--- src/rtl/sim_event_sched.sv ---
// sim_event_sched: step-driven (time,value) event table driving a held output.
// Build option: SIM_EVENT_SCHED_REPEAT_EN restarts the table every period.
module sim_event_sched #(
  parameter int N_EVT = 6,
  parameter int TW    = 12,
  parameter int DW    = 64,
  parameter int AW    = 3
) (
  input  logic          clk,
  input  logic          sta_n,
  input  logic          cfg_we,
  input  logic [AW-1:0] cfg_addr,
  input  logic [TW-1:0] cfg_time,
  input  logic [DW-1:0] cfg_value,
  input  logic [AW:0]   cfg_num,
  input  logic [TW-1:0] period,
  input  logic          arm,
  input  logic          stop,
  input  logic          step,
  output logic [TW-1:0] counter,
  output logic [DW-1:0] y,
  output logic          evt,
  output logic [AW-1:0] evt_idx,
  output logic          busy,
  output logic          done,
  output logic          cfg_err
);

  typedef enum logic {
    S_IDLE,
    S_RUN
  } state_t;

  localparam logic [AW:0] LP_NEVT = (AW+1)'(N_EVT);

  state_t        r_state;
  state_t        w_state_nx;

  logic [TW-1:0] r_time [N_EVT];
  logic [DW-1:0] r_val  [N_EVT];

  logic [AW:0]   r_num;
  logic [TW-1:0] r_period;
  logic [TW-1:0] r_counter;
  logic [DW-1:0] r_y;
  logic [AW-1:0] r_evt_idx;
  logic [AW:0]   r_idx;
  logic          r_evt;
  logic          r_done;
  logic          r_err;

  logic [AW:0]   w_num_nx;
  logic [TW-1:0] w_per_nx;
  logic [TW-1:0] w_cnt_nx;
  logic [DW-1:0] w_y_nx;
  logic [AW-1:0] w_eidx_nx;
  logic [AW:0]   w_idx_nx;
  logic          w_evt_nx;
  logic          w_done_nx;
  logic          w_err_nx;

  logic [TW-1:0] w_nxt;
  logic [TW-1:0] w_cur_time;
  logic [DW-1:0] w_cur_val;
  logic          w_hit;
  logic          w_bad;
  logic          w_wr;
  logic [AW:0]   w_num_clamp;
  logic          w_first0;

  assign w_bad = ({1'b0, cfg_addr} >= LP_NEVT);
  assign w_wr  = (r_state == S_IDLE) && cfg_we && !w_bad;

  assign w_num_clamp = (cfg_num > LP_NEVT) ? LP_NEVT : cfg_num;

  // Pending entry selected by the run pointer; pointer may equal N_EVT
  always_comb begin
    w_cur_time = '0;
    w_cur_val  = '0;
    for (int i = 0; i < N_EVT; i++) begin
      if (r_idx == (AW+1)'(i)) begin
        w_cur_time = r_time[i];
        w_cur_val  = r_val[i];
      end
    end
  end

  assign w_nxt    = r_counter + TW'(1);
  assign w_hit    = (r_idx < r_num) && (w_nxt == w_cur_time);
  assign w_first0 = (r_time[0] == '0);

  always_ff @(posedge clk or negedge sta_n) begin
    if (!sta_n) begin
      for (int i = 0; i < N_EVT; i++) begin
        r_time[i] <= '0;
        r_val[i]  <= '0;
      end
    end else begin
      for (int i = 0; i < N_EVT; i++) begin
        if (w_wr && (cfg_addr == AW'(i))) begin
          r_time[i] <= cfg_time;
          r_val[i]  <= cfg_value;
        end
      end
    end
  end

  always_ff @(posedge clk or negedge sta_n) begin
    if (!sta_n) begin
      r_state <= S_IDLE;
    end else begin
      r_state <= w_state_nx;
    end
  end

  always_comb begin
    w_state_nx = r_state;
    w_num_nx   = r_num;
    w_per_nx   = r_period;
    w_cnt_nx   = r_counter;
    w_y_nx     = r_y;
    w_eidx_nx  = r_evt_idx;
    w_idx_nx   = r_idx;
    w_evt_nx   = 1'b0;
    w_done_nx  = 1'b0;
    w_err_nx   = 1'b0;
    unique case (r_state)
      S_IDLE: begin
        w_err_nx = cfg_we && (w_bad || arm);
        if (arm && !cfg_we && !stop) begin
          w_state_nx = S_RUN;
          w_num_nx   = w_num_clamp;
          w_per_nx   = period;
          w_cnt_nx   = '0;
          w_idx_nx   = '0;
          if ((w_num_clamp != '0) && w_first0) begin
            w_y_nx    = r_val[0];
            w_eidx_nx = '0;
            w_idx_nx  = (AW+1)'(1);
            w_evt_nx  = 1'b1;
          end
        end
      end
      S_RUN: begin
        w_err_nx = cfg_we || arm;
        if (stop) begin
          w_state_nx = S_IDLE;
        end else if (step) begin
          w_cnt_nx = w_nxt;
          if (w_hit) begin
            w_y_nx    = w_cur_val;
            w_eidx_nx = r_idx[AW-1:0];
            w_idx_nx  = r_idx + (AW+1)'(1);
            w_evt_nx  = 1'b1;
          end
          if (w_nxt == r_period) begin
            w_done_nx = 1'b1;
`ifdef SIM_EVENT_SCHED_REPEAT_EN
            // Wrap: a time-0 entry restarts the waveform on this edge
            w_cnt_nx = '0;
            w_idx_nx = '0;
            if ((r_num != '0) && w_first0) begin
              w_y_nx    = r_val[0];
              w_eidx_nx = '0;
              w_idx_nx  = (AW+1)'(1);
              w_evt_nx  = 1'b1;
            end
`else
            w_state_nx = S_IDLE;
`endif
          end
        end
      end
      default: begin
        w_state_nx = S_IDLE;
      end
    endcase
  end

  always_ff @(posedge clk or negedge sta_n) begin
    if (!sta_n) begin
      r_num     <= '0;
      r_period  <= '0;
      r_counter <= '0;
      r_y       <= '0;
      r_evt_idx <= '0;
      r_idx     <= '0;
      r_evt     <= 1'b0;
      r_done    <= 1'b0;
      r_err     <= 1'b0;
    end else begin
      r_num     <= w_num_nx;
      r_period  <= w_per_nx;
      r_counter <= w_cnt_nx;
      r_y       <= w_y_nx;
      r_evt_idx <= w_eidx_nx;
      r_idx     <= w_idx_nx;
      r_evt     <= w_evt_nx;
      r_done    <= w_done_nx;
      r_err     <= w_err_nx;
    end
  end

  assign counter = r_counter;
  assign y       = r_y;
  assign evt     = r_evt;
  assign evt_idx = r_evt_idx;
  assign busy    = (r_state == S_RUN);
  assign done    = r_done;
  assign cfg_err = r_err;

endmodule

--- config.mk ---
export PLATFORM = sky130hd
export DESIGN_NAME = sim_event_sched
export DESIGN_NICKNAME = d
export VERILOG_FILES = /design/src/rtl/sim_event_sched.sv
export SDC_FILE = /design/constraint.sdc
export NUM_CORES = 1
export LEC_CHECK = 0
export CORE_MARGIN = 8
export CORE_UTILIZATION = 53
export CTS_CLUSTER_SIZE = 10
export DETAILED_ROUTE_END_ITERATION = 10
export PLACE_DENSITY = 0.76
export SETUP_SLACK_MARGIN = 0.4
export SYNTH_ARGS = -nofsm -noshare
export SYNTH_HDL_FRONTEND = slang
export SYNTH_SLANG_ARGS = --single-unit
--- constraint.sdc ---
create_clock -name clk -period 2.9 [get_ports clk]
set_input_delay 0.87 -clock clk [delete_from_list [all_inputs] [get_ports clk]]
set_output_delay 0.87 -clock clk [all_outputs]
set_load 0.01 [all_outputs]
==> impl_table.tex <==
\begin{tabular}{lr}
\hline
Metric & Value \\
\hline
\multicolumn{2}{l}{\textbf{Outcome}} \\
Outcome & finished, violations left \\
Violated checks & setup timing \\
\multicolumn{2}{l}{\textbf{STA}} \\
Number of failing hold endpoints at the final stage & 0 \\
Unrepaired setup endpoints after global routing & yes \\
Period minus WS final & 3290 ps \\
Final hold slack & 222 ps \\
Worst slew margin & 0.271 \\
Max-slew violation count & 0 \\
Total negative setup slack & -22180 ps \\
Skew final & between 30 and 40 ps \\
Highest clock rate & 0.304 GHz \\
Setup-violating endpoint count in the final report & 67 \\
Worst Slack Setup Final & -390 ps \\
Transition at the pin with the smallest max-transition slack & approximately 1100 ps \\
Period utilisation layout & 1.13 \\
\multicolumn{2}{l}{\textbf{Finish}} \\
Area growth, synth to finish & 23.6\% \\
Final layout net count & 2354 \\
Combined area of the multi-input logic cells & 10800 um\^{}2 \\
Count of filler cells inserted in the layout & approximately 3400 \\
Area occupied by registers & 14000 um\^{}2 \\
Ratio of cells with drive above 1 in the final layout & 0.357 \\
\multicolumn{2}{l}{\textbf{Pwr}} \\
Largest vdd supply drop & 0.512 mV \\
Power Density & 726 nW/um\^{}2 \\
Sequential power share & 0.465 \\
Portion of total power attributed to combinational logic & 0.205 \\
Power Total & 22.9 mW \\
Net switching component of the power & 6.20 mW \\
Internal Power & 16.7 mW \\
Clock network power share & 0.330 \\
Sw frac & 0.271 \\
Lkg Pwr & 13.9 nW \\
\multicolumn{2}{l}{\textbf{Floorplan}} \\
Placeable Area & 47600 um\^{}2 \\
Standard-cell row count & 80 \\
Die width & 235 um \\
Effective utilization at floorplan & 0.535 \\
Die outline area & 55400 um\^{}2 \\
Overall die height & 235 um \\
Number of top-level pins & 184 \\
\multicolumn{2}{l}{\textbf{Setup path}} \\
Worst reg2reg path startpoint & r\_idx[1]\$\_DFFE\_PN0P\_ \\
Required time worst endpoint & 3360 ps \\
Worst R2R Setup Slack & -390 ps \\
Critical Path Sink Type & flip-flop \\
Count of cells along the worst register-to-register path & 13 \\
Critical Path AT & 3750 ps \\
Largest fanout on the critical path & 10 \\
Worst Path Class, Setup & reg2reg \\
Crit Reg-Reg Endpoint & y[32]\$\_DFFE\_PN0P\_ \\
Nature of the critical path startpoint & flip-flop \\
\multicolumn{2}{l}{\textbf{Global route}} \\
Number of global-route vias before repair & 19647 \\
Wire length of the first global-routing pass & between 100 and 150 mm \\
Initial antenna violation count & 9 \\
Total gr overflow & 0 \\
GRT Resource Usage Total & 0.252 \\
Largest net degree at the start of global routing & 130 \\
\multicolumn{2}{l}{\textbf{Synth}} \\
Number of synthesis warnings & 0 \\
Post-synth EDFFs & 0 \\
Cells after Synth & about 2000 \\
Cell area after synthesis & about 26000 um\^{}2 \\
Average size of a mapped cell & 12.8 um\^{}2 \\
Post-synthesis register bit count & 559 \\
Net count after synthesis & 2101 \\
Post-synth top flop & sky130\_fd\_sc\_hd\_\_dfrtp\_1 \\
Async set or reset register ratio after synthesis & 1.00 \\
Number of different library cells in the post-synthesis netlist & around 50 \\
Seq/Total Area, Yosys & 0.548 \\
\multicolumn{2}{l}{\textbf{Job}} \\
Count of max-cap constraint violations & 0 \\
\multicolumn{2}{l}{\textbf{Clock network}} \\
Sink count of the clock tree & 559 \\
Bufs on Longest Clock Path & 3 \\
Number of CTS-inserted buffers & 67 \\
Root Buffer & sky130\_fd\_sc\_hd\_\_clkbuf\_16 \\
Clk\_lat worst skew & around 590 ps \\
Clock input transition at the sequential cells of the worst setup and hold paths & 60 ps \\
H-tree lvl count & 3 \\
CTS tree & done \\
\multicolumn{2}{l}{\textbf{Detailed routing}} \\
DR vias/cell & between 6 and 7 \\
DRT Pass-1 Iters & 5 \\
Total via count after detailed routing & 18171 \\
Antenna Nets Post-Route & 0 \\
Post-route DRC & 0 \\
Iteration-0 DRC count of the detailed router & 1425 \\
Routed Wire Length & 71.1 mm \\
Wire per inst & 24.7 um \\
\multicolumn{2}{l}{\textbf{Place}} \\
Port Buffer Count & 183 \\
Routability congestion estimate from global placement & 0.837 \\
Hpwl dp & 42.8 mm \\
\multicolumn{2}{l}{\textbf{Worst hold path}} \\
Worst min path class & in2async \\
\hline
\end{tabular}
## power groups by stage
stage / Sequential (mW) / Clock [mW] / Combinational, mW
after floorplan: 10.4 / 0 / 2.92
final: 10.6 / 7.56 / 4.69
after CTS: 10.6 / 7.67 / 4.66
after detailed placement: 10.7 / 0 / 4.52
after global routing: 10.8 / 7.96 / 5.10
after global placement: 10.6 / 0 / 4.33
## synthesized netlist by cell type, types with 12 or more instances
cell	number	share of area
sky130_fd_sc_hd__dfrtp_1	559	0.55
sky130_fd_sc_hd__mux2_2	471	0.21
sky130_fd_sc_hd__clkbuf_1	126	0.019
sky130_fd_sc_hd__o21ai_0	89	0.017
sky130_fd_sc_hd__inv_1	83	0.012
sky130_fd_sc_hd__nor2_1	78	0.011
sky130_fd_sc_hd__a221oi_1	71	0.024
sky130_fd_sc_hd__nor3_1	66	0.013
sky130_fd_sc_hd__a221o_1	64	0.025
sky130_fd_sc_hd__nand2_1	64	0.0094
sky130_fd_sc_hd__o221ai_1	64	0.022
sky130_fd_sc_hd__mux2_4	49	0.029
sky130_fd_sc_hd__a21oi_1	27	0.0053
sky130_fd_sc_hd__xor2_1	26	0.0089
sky130_fd_sc_hd__nand3b_1	17	0.0050
sky130_fd_sc_hd__buf_1	13	0.0019
sky130_fd_sc_hd__nand3_1	12	0.0024
## layout by cell type (no fill, tap or decap), drive strengths merged, types with 4 or more instances in the layout
cell type / synthesis / routed
dfrtp: 559 / 559
mux2: 520 / 520
clkdlybuf4s50: 0 / 174
buf: 29 / 155
o21ai: 89 / 89
inv: 83 / 84
clkbuf: 126 / 82
nor2: 78 / 78
a221oi: 75 / 75
nor3: 66 / 66
a221o: 64 / 64
o221ai: 64 / 64
nand2: 64 / 64
a21oi: 27 / 27
xor2: 26 / 26
nand3b: 17 / 17
nand3: 12 / 12
o2bb2ai: 10 / 10
o22ai: 10 / 10
xnor2: 8 / 8
ha: 8 / 8
nand4: 7 / 7
dlygate4sd2: 0 / 6
and2: 6 / 6
nor4: 6 / 6
or3: 4 / 5
diode: 0 / 4
a21o: 4 / 4
nand2b: 4 / 4
nor3b: 4 / 4
## critical path, cell delays in order, from the launching register on
cell	delay [ps]
sky130_fd_sc_hd__dfrtp_2	420
sky130_fd_sc_hd__buf_6	130
sky130_fd_sc_hd__ha_4	170
sky130_fd_sc_hd__or3_4	460
sky130_fd_sc_hd__buf_6	150
sky130_fd_sc_hd__a221oi_2	190
sky130_fd_sc_hd__o22ai_2	160
sky130_fd_sc_hd__xor2_2	190
sky130_fd_sc_hd__nor4_4	300
sky130_fd_sc_hd__nand4_4	130
sky130_fd_sc_hd__and2_4	220
sky130_fd_sc_hd__buf_12	170
sky130_fd_sc_hd__buf_16	160
sky130_fd_sc_hd__mux2_4	300
## metal layers
layer	GRT usage	share of wire
met5	0	0.00097
met4	0.106	0.031
met3	0.0524	0.074
met2	0.416	0.49
met1	0.322	0.40
## through the flow
step / instances / cell area [um^2] / utilization / setup WS, ps
2_1_floorplan: 1992 / 25600 / - / -19.5
6_report: 2880 / 31500 / 0.662 / -390
3_5_place_dp: 2770 / 29100 / 0.612 / -334
4_1_cts: 2870 / 31400 / 0.659 / -257
3_3_place_gp: 2770 / 29100 / 0.612 / -258
5_1_grt: 2880 / 31500 / 0.662 / -422
## registers in the layout, indices dropped and copies added, names as in the netlist, 3 cells and up
register  count
r_time       72
r_val       384
counter      12
r_num         4
r_idx         4
y            64
r_period     12
evt_idx       3
## cells by family after synthesis
group,count (synthesis),share of synthesized area
DFF,559,0.548
buffers and inverters,238,0.0375
AOI/OAI and AO/OA,351,0.106
xor gates and xnor gates,34,0.0117
adders and majority gates,8,0.00392
muxes,520,0.237
and+or+nand+nor,282,0.0559
## layout make-up
class                   instances  area share
flip-flops and latches        559       0.444
clock inverters                 4     0.00234
clock buffers                  81      0.0578
diodes                          4    0.000317
inverters                      83     0.00988
well taps                     615      0.0244
multi-input cells            1196       0.343
repair buffers                338       0.119
## timing repair
action,in CTS,in global routing
gates resized for setup,45,14
endpoints found under the setup margin,81,151
gates cloned,5,2
buffers inserted,10,4
pin swaps,6,7
hold buffers,0,0
## worst max-delay path by stage
| stage | from | endpoint | slack, ps | cells past startpoint |
|---|---|---|---|---|
| floorplan | r_idx[0]$_DFFE_PN0P_ | y[14]$_DFFE_PN0P_ | -20 | 12 |
| global placement | r_idx[1]$_DFFE_PN0P_ | y[50]$_DFFE_PN0P_ | -260 | 12 |
| detailed placement | r_idx[1]$_DFFE_PN0P_ | y[10]$_DFFE_PN0P_ | -330 | 12 |
| CTS | r_idx[1]$_DFFE_PN0P_ | y[21]$_DFFE_PN0P_ | -260 | 12 |
| global route | r_idx[1]$_DFFE_PN0P_ | y[21]$_DFFE_PN0P_ | -420 | 13 |
| finish | r_idx[1]$_DFFE_PN0P_ | y[32]$_DFFE_PN0P_ | -390 | 13 |
(Power assumes the default switching activity.)
